[src/rtl/fir_sym_mc.sv]
// fir_sym_mc: folded symmetric/antisymmetric FIR, FW taps (odd), CH
// time-interleaved channels with independent delay lines.
//
// Five-stage pipeline, with valid and channel tag carried alongside:
//   1: delay-line shift
//   2: pre-add/pre-subtract; the coefficient bank is snapshotted here
//   3: products
//   4: full-precision sum
//   5: round half up, saturate and register the output
//
// Ports:
//   Clk, Rstn              clock, asynchronous active-low reset
//   Clear                  synchronous flush of lines, pipe valids and SatFlag
//   DataIn/DataInCh/DataInVld  sample input with channel tag
//   Antisym                0 = symmetric (pre-add), 1 = antisymmetric
//   CoeffIn/CoeffLd        coefficient bank load (c0 in LSBs, centre tap last)
//   DataOut/DataOutCh/DataOutVld  filtered sample, latency 5 cycles
//   SatFlag                sticky saturation indicator
module fir_sym_mc #(
  parameter int DW = 10,
  parameter int CW = 10,
  parameter int FW = 7,
  parameter int CH = 2,
  parameter int SL = 7,
  localparam int FN  = (FW + 1) / 2,
  localparam int CHW = (CH > 1) ? $clog2(CH) : 1,
  localparam int AW  = DW + 1 + CW + $clog2(FN)
) (
  input  logic                 Clk,
  input  logic                 Rstn,
  input  logic                 Clear,
  input  logic signed [DW-1:0] DataIn,
  input  logic [CHW-1:0]       DataInCh,
  input  logic                 DataInVld,
  input  logic                 Antisym,
  input  logic [FN*CW-1:0]     CoeffIn,
  input  logic                 CoeffLd,
  output logic signed [DW-1:0] DataOut,
  output logic [CHW-1:0]       DataOutCh,
  output logic                 DataOutVld,
  output logic                 SatFlag
);

  localparam int PW = DW + 1;   // pre-adder width
  localparam int MW = PW + CW;  // product width
  localparam logic [CHW:0] CH_L = (CHW + 1)'(CH);
  localparam logic signed [DW-1:0] OMAX = {1'b0, {(DW - 1){1'b1}}};
  localparam logic signed [DW-1:0] OMIN = {1'b1, {(DW - 1){1'b0}}};
  localparam logic signed [AW:0]   MAXV = (AW + 1)'(OMAX);
  localparam logic signed [AW:0]   MINV = (AW + 1)'(OMIN);
  // Half an output LSB, added before the arithmetic shift (round half up).
  localparam logic signed [AW:0]   RND  = (SL > 0) ?
      ((AW + 1)'(1'b1) << ((SL > 0) ? (SL - 1) : 0)) : '0;

  // Coefficient bank
  logic signed [CW-1:0] bank_r [FN];

  // Stage 1
  logic signed [DW-1:0] line_r [CH][FW];
  logic                 v1_r;
  logic                 anti1_r;
  logic [CHW-1:0]       ch1_r;
  logic                 in_ok_s;

  // Stage 2
  logic signed [DW-1:0] x_s   [FW];
  logic signed [PW-1:0] pa_s  [FN];
  logic signed [PW-1:0] pa2_r [FN];
  logic signed [CW-1:0] cf2_r [FN];
  logic                 v2_r;
  logic [CHW-1:0]       ch2_r;

  // Stage 3
  logic signed [MW-1:0] pr3_r [FN];
  logic                 v3_r;
  logic [CHW-1:0]       ch3_r;

  // Stage 4
  logic signed [AW-1:0] sum_s;
  logic signed [AW-1:0] sum4_r;
  logic                 v4_r;
  logic [CHW-1:0]       ch4_r;

  // Stage 5
  logic signed [AW:0]   rnd_s;
  logic signed [AW:0]   rsh_s;
  logic signed [DW-1:0] out_s;
  logic                 clip_s;

  // Out-of-range channels are dropped at the door.
  assign in_ok_s = DataInVld && ({1'b0, DataInCh} < CH_L);

  // Coefficient bank: loaded on CoeffLd, untouched by Clear.
  always_ff @(posedge Clk or negedge Rstn) begin
    if (!Rstn) begin
      for (int i = 0; i < FN; i++) bank_r[i] <= '0;
    end else if (CoeffLd) begin
      for (int i = 0; i < FN; i++) bank_r[i] <= CoeffIn[i*CW +: CW];
    end
  end

  // Stage 1: shift only the addressed channel's delay line.
  always_ff @(posedge Clk or negedge Rstn) begin
    if (!Rstn) begin
      for (int c = 0; c < CH; c++)
        for (int k = 0; k < FW; k++) line_r[c][k] <= '0;
      v1_r    <= 1'b0;
      anti1_r <= 1'b0;
      ch1_r   <= '0;
    end else if (Clear) begin
      for (int c = 0; c < CH; c++)
        for (int k = 0; k < FW; k++) line_r[c][k] <= '0;
      v1_r    <= 1'b0;
      anti1_r <= 1'b0;
      ch1_r   <= '0;
    end else begin
      v1_r <= in_ok_s;
      if (in_ok_s) begin
        ch1_r   <= DataInCh;
        anti1_r <= Antisym;
      end
      for (int c = 0; c < CH; c++) begin
        if (in_ok_s && (DataInCh == CHW'(c))) begin
          line_r[c][0] <= DataIn;
          for (int k = 1; k < FW; k++) line_r[c][k] <= line_r[c][k-1];
        end
      end
    end
  end

  // Stage 2 combinational: fold mirrored taps; centre tap zero when antisymmetric.
  always_comb begin
    for (int k = 0; k < FW; k++) x_s[k] = line_r[ch1_r][k];
    for (int i = 0; i < FN - 1; i++) begin
      if (anti1_r) begin
        pa_s[i] = PW'(x_s[i]) - PW'(x_s[FW-1-i]);
      end else begin
        pa_s[i] = PW'(x_s[i]) + PW'(x_s[FW-1-i]);
      end
    end
    if (anti1_r) begin
      pa_s[FN-1] = '0;
    end else begin
      pa_s[FN-1] = PW'(x_s[FN-1]);
    end
  end

  // Stage 2 register: pre-add results plus a snapshot of the bank, so a
  // later load cannot disturb samples already in flight.
  always_ff @(posedge Clk or negedge Rstn) begin
    if (!Rstn) begin
      for (int i = 0; i < FN; i++) begin
        pa2_r[i] <= '0;
        cf2_r[i] <= '0;
      end
      v2_r  <= 1'b0;
      ch2_r <= '0;
    end else if (Clear) begin
      v2_r  <= 1'b0;
      ch2_r <= '0;
    end else begin
      for (int i = 0; i < FN; i++) begin
        pa2_r[i] <= pa_s[i];
        cf2_r[i] <= bank_r[i];
      end
      v2_r  <= v1_r;
      ch2_r <= ch1_r;
    end
  end

  // Stage 3: products.
  always_ff @(posedge Clk or negedge Rstn) begin
    if (!Rstn) begin
      for (int i = 0; i < FN; i++) pr3_r[i] <= '0;
      v3_r  <= 1'b0;
      ch3_r <= '0;
    end else if (Clear) begin
      v3_r  <= 1'b0;
      ch3_r <= '0;
    end else begin
      for (int i = 0; i < FN; i++) pr3_r[i] <= MW'(pa2_r[i]) * MW'(cf2_r[i]);
      v3_r  <= v2_r;
      ch3_r <= ch2_r;
    end
  end

  // Stage 4 combinational: full-precision sum, AW is sized so it cannot wrap.
  always_comb begin
    sum_s = '0;
    for (int i = 0; i < FN; i++) sum_s = sum_s + AW'(pr3_r[i]);
  end

  // Stage 4 register.
  always_ff @(posedge Clk or negedge Rstn) begin
    if (!Rstn) begin
      sum4_r <= '0;
      v4_r   <= 1'b0;
      ch4_r  <= '0;
    end else if (Clear) begin
      v4_r  <= 1'b0;
      ch4_r <= '0;
    end else begin
      sum4_r <= sum_s;
      v4_r   <= v3_r;
      ch4_r  <= ch3_r;
    end
  end

  // Stage 5 combinational: round half up, arithmetic shift, clamp.
  always_comb begin
    rnd_s = (AW + 1)'(sum4_r) + RND;
    rsh_s = rnd_s >>> SL;
    if (rsh_s > MAXV) begin
      out_s  = OMAX;
      clip_s = 1'b1;
    end else if (rsh_s < MINV) begin
      out_s  = OMIN;
      clip_s = 1'b1;
    end else begin
      out_s  = rsh_s[DW-1:0];
      clip_s = 1'b0;
    end
  end

  // Stage 5 register: outputs and sticky saturation flag.
  always_ff @(posedge Clk or negedge Rstn) begin
    if (!Rstn) begin
      DataOut    <= '0;
      DataOutCh  <= '0;
      DataOutVld <= 1'b0;
      SatFlag    <= 1'b0;
    end else if (Clear) begin
      DataOutVld <= 1'b0;
      SatFlag    <= 1'b0;
    end else begin
      DataOutVld <= v4_r;
      if (v4_r) begin
        DataOut   <= out_s;
        DataOutCh <= ch4_r;
      end
      if (v4_r && clip_s) SatFlag <= 1'b1;
    end
  end

endmodule

[config.mk]
export PLATFORM = sky130hd
export DESIGN_NAME = fir_sym_mc
export DESIGN_NICKNAME = d
export VERILOG_FILES = /design/src/rtl/fir_sym_mc.sv
export SDC_FILE = /design/constraint.sdc
export NUM_CORES = 2
export LEC_CHECK = 0
export CAP_MARGIN = 20
export CORE_UTILIZATION = 45
export CTS_BUF_LIST = sky130_fd_sc_hd__clkbuf_8
export CTS_CLUSTER_DIAMETER = 120
export DETAILED_ROUTE_END_ITERATION = 8
export PLACE_DENSITY = 0.68
export SLEW_MARGIN = 30
export SYNTH_ARGS = -nofsm -noshare
export SYNTH_HDL_FRONTEND = slang
export SYNTH_SLANG_ARGS = --single-unit
[constraint.sdc]
create_clock -name Clk -period 8.95 [get_ports Clk]
set_clock_uncertainty 0.15 [all_clocks]
set_input_delay 2.2375 -clock Clk [delete_from_list [all_inputs] [get_ports Clk]]
set_output_delay 2.2375 -clock Clk [all_outputs]
set_load 0.01 [all_outputs]
## Yosys cells after proc, flatten, opt, wreduce, memory -nomap -nowiden

Cells that the tools add are included.

| word-level totals | value |
|---|---|
| flip-flop bits (word level) | 393 |
| input port bits | 57 |

| operators by class | value |
|---|---|
| add/subtract/negate cells | 10 |
| multiply operators | 4 |
| $lt $le $gt $ge | 3 |
| mux-type cells | 28 |
| bitwise operators | 3 |
| reduce and logical (&&, ||, !) cells | 8 |

Operators by type and width:

| cell | count |
|---|---|
| $mux 70 | 5 |
| $mux 140 | 1 |
| $mul 11x10->21 | 4 |
| $mux 11 | 4 |
| $add 10x10->11 | 3 |
| $sub 10x10->11 | 3 |
| $add 23x8->24 const B | 1 |
| $add 22x21->23 | 1 |
| $add 23x21->23 | 1 |
| $add 21x21->22 | 1 |
| $mux 10 | 2 |
| $gt 17x10->1 const B | 1 |
| $lt 17x10->1 const B | 1 |
| $mux 1 | 16 |
| $reduce_bool 2->1 | 4 |
| $logic_and 1x1->1 | 3 |
| $ge 2x2->1 const B | 1 |
| $not 1->1 | 2 |
| $not 1->2 | 1 |
| $reduce_and 2->1 | 1 |

## Depth between registers and ports, before layout

| depth | value |
|---|---|
| depth in word-level cells | 7 |
| mapped depth | 21 |
| mapped depth without buffers | 20 |

## Worst setup path before layout

Ideal clock, no wire load.

| timing | value |
|---|---|
| path kind | register -> register |
| start point | register pa2_r[5] (netlist bit) |
| end point | register pr3_r[20] (netlist bit) |
| data arrival time | 5.266 ns |
| slack | 3.406 ns |
| cell stages (with the launch flop) | 21 |
| path buffers | 1 |
| cells stage by stage | dfrtp_1 > clkbuf_1 > and2_1 > fa_1 > inv_1 > fa_1 > inv_1 > fa_1 > fa_1 > inv_1 > fa_1 > inv_1 > ha_1 > and3_4 > and3_4 > a2111oi_4 > o31ai_1 > or4_1 > a31oi_1 > xnor2_1 > o21ai_1 |

| on the way | value |
|---|---|
| word-level cells in the longest chain between the ends | 1 |

Ends and longest elaborated chain:

| element | RTL line | source |
|---|---|---|
| from (decl) | 68 | `logic signed [PW-1:0] pa2_r [FN];` |
| from (signal, indexed assignment) | 163 | `pa2_r[i] <= pa_s[i];` |
| $mul 11x10->21 | 181 | `for (int i = 0; i < FN; i++) pr3_r[i] <= MW'(pa2_r[i]) * MW'(cf2_r[i]);` |
| to (decl) | 74 | `logic signed [MW-1:0] pr3_r [FN];` |

Every way passes these cells.
A chain may end at the register's enable or synchronous reset.

## Worst setup path in the final report

| timing | value |
|---|---|
| start point | register cf2_r[1] (netlist bit) |
| end point | register pr3_r[20] (netlist bit) |

| on the way | value |
|---|---|
| word-level cells in the longest chain between the ends | 1 |

Ends and longest elaborated chain:

| element | RTL line | source |
|---|---|---|
| from (decl) | 69 | `logic signed [CW-1:0] cf2_r [FN];` |
| from (signal, indexed assignment) | 164 | `cf2_r[i] <= bank_r[i];` |
| $mul 11x10->21 | 181 |  |

Every way passes these cells.

==> results.toml <==
[detailed_routing]
ant_nets = 0
num_vias = 25300
drt-total-wl_um = 84300
first_pass_iters = 7
viasPerCell = 5.27
drc = 0
drt_iter0_drc = 1697
wl_per_cell_um = 17.6

[cts]
cts.clk_slew.worst_paths_ns = 0.07
postCtsSetupRepairBufs = 0
numCtsBuffers = 75
ctsHoldBuffers = 0
clock-sinks = 386
cts.path.max_buffers = 3
cts_tree = "done"
htreeDepth = 3
clock_latency_ns = 0.72
cts_root_buf = "clkbuf_8"
postCtsResizedCells = 0

[placement]
dp_hpwl_um = 63500
placement.io_buffers = 69
place.gp.congestion = 0.896

[timing]
slew_viol_final = 0
tns_ns = 0
post-route-min-period_ns = 5.91
period_share_pct = 66.0
fmax_mhz = 169
hold_violations = 0
worst_pin_slew_ns = 0.904
relSlewSlack_pct = 39.8
setup_viol = 0
rsz0062_at_grt = "false"

[logic_synthesis]
ys_seq_area_share_pct = 27.0
ys_warn_count = 0
synth_ff_type = "dfrtp_1"
syn_nets = 4464
synth-seq-cells = 386
yosysTopAreaCell = "dfrtp_1"
synth_edf_count = 0
synth_cell_types = 70
async_reset_ff_share_pct = 100
synth_top_cell_area_share_pct = 27.0
synth_area_um2 = 35800
avgSynthCellArea_um2 = 9.63
postSynthCellCount = 3713
synthTopCellsByArea = "dfrtp_1 (27%), fa_1 (24%), ha_1 (9.0%)"

[critical_path]
path_class = "flop to flop"
crit_path_end_kind = "flop"
cp.arrival_ns = 6.30
crit_required_ns = 9.34
worstSetupStartpointType = "flop"
r2r_cells = 18
cp_max_fo = 11

[hold_path]
whs_path_depth = 2
min_path_type = "flop to flop"

[cells_and_area]
drive_gt1_share_pct = 7.93
syn_to_final_growth_pct = 9.05
final_cell_mix = "inv_1 (597), nand2_1 (563), fa_1 (437), dfrtp_1 (385), ha_1 (257)"
multi_input_area_um2 = 23200
fin_nets = 4448
num-fill-cells = 7173
mostFrequentLayoutCell = "inv_1"
seq_area_um2 = 9660

[floorplan]
core_um2 = 78000
core.rowCount = 102
boundaryPins = 70
die-area_um2 = 80600
die_h_um = 284
die_w_um = 284
initial_core_util_pct = 45.8

[global_routing]
overflow = 0
grt_max_degree = 202
track_usage_pct = 21.9
grt_pass1_wl_um = 141000
antenna_found_initial = 5
grt_pass1_vias = 26200

[status]
outcome = "completed"

[job]
max-cap-violations = 0
==> per-stage QoR <==
step	hold slack [ns]	cells	cell area, um2	util [%]	setup WS, ns
6_report	0.306	4797	39000	50.0	3.04
5_1_grt	0.352	4797	39000	50.0	2.72
4_1_cts	0.314	4794	38900	49.9	3.06
3_5_place_dp	0.284	4658	37200	47.7	3.12
3_3_place_gp	0.291	4658	37200	47.7	3.14
2_1_floorplan	0.264	3713	35800	-	3.41
==> metal layers <==
layer,share of wire [%],global-route usage (%)
met3,5.9,3.82
met1,45,30.5
met5,0,0
met4,3.2,7.77
met2,46,34.3
==> state kept, by name (all words and copies together), names as in the netlist, 10 cells and up <==
| name | count |
|---|---|
| pr3_r | 84 |
| bank_r | 40 |
| DataOut | 10 |
| line_r | 140 |
| pa2_r | 43 |
| cf2_r | 40 |
| sum4_r | 17 |
==> critical path: stages, from the launching register on <==
cell	delay, ns
dfrtp_1	0.58
nand2_1	0.21
inv_1	0.12
fa_1	0.44
fa_1	0.50
fa_1	0.53
fa_1	0.50
inv_1	0.05
fa_1	0.47
inv_1	0.04
ha_1	0.35
and3_4	0.22
and3_4	0.19
a2111oi_4	0.38
o31ai_1	0.18
or4_1	0.41
a31oi_1	0.21
xnor2_1	0.14
o21ai_1	0.07
==> synth_stat cells, types with 5 or more instances <==
cell and n:
o21bai_1 16, nand2b_1 29, xnor2_1 81, nor2_1 101
mux2_2 139, nand3_1 28, buf_2 9, o21ai_0 163
nand4_1 7, nor2b_1 14, a211o_1 8, clkbuf_1 154
a21o_1 16, mux2i_1 38, o211ai_1 6, a22o_1 62
a211oi_1 18, fa_1 437, inv_1 585, and3_1 19
a21oi_1 154, o31ai_1 26, ha_1 257, xor2_1 58
dfrtp_1 386, o21a_1 26, and2_1 156, or3_1 5
a2111oi_0 10, nor3b_1 17, o21ai_1 7, nor3_1 40
buf_1 12, nand2_1 563, a31oi_1 12
==> cell type report <==
cell class | instances | share of cell area, %
antenna | 1 | 0.00642
clock buffer | 95 | 3.35
clock inverter | 41 | 1.00
inverter | 588 | 5.66
multi-input combinational | 2564 | 59.6
sequential | 386 | 24.8
tap | 1040 | 3.34
timing repair buffer | 82 | 2.23
==> cells by family (layout without fill, tap and decap cells) <==
group / Yosys count / after routing / share of synthesized area [%]
xor+xnor: 140 / 140 / 3.47
compound gates: 552 / 552 / 9.74
simple gates: 1001 / 1001 / 12.8
flops: 386 / 386 / 27.0
other cells: 0 / 1 / 0
mux: 177 / 177 / 5.44
fa+ha+maj: 694 / 694 / 33.5
buf+inv: 763 / 806 / 8.04
==> path summary, 6_finish.rpt <==
check	from	to	slack, ns
min in group asynchronous	Rstn	bank_r[7]$_DFFE_PN0P_	1.34
max in group asynchronous	Rstn	ch1_r$_DFFE_PN0P_	5.88
worst max-delay path	cf2_r[1]$_DFFE_PN0N_	pr3_r[20]$_DFFE_PN0N_	3.04
worst min register to register	ch4_r$_DFF_PN0_	DataOutCh$_DFFE_PN0P_	0.31
worst min-delay path	ch4_r$_DFF_PN0_	DataOutCh$_DFFE_PN0P_	0.31
worst max register to register	cf2_r[1]$_DFFE_PN0N_	pr3_r[20]$_DFFE_PN0N_	3.04
Power is not shown: default switching activity piles up to over one toggle a cycle in this logic, so the estimate is an artifact.
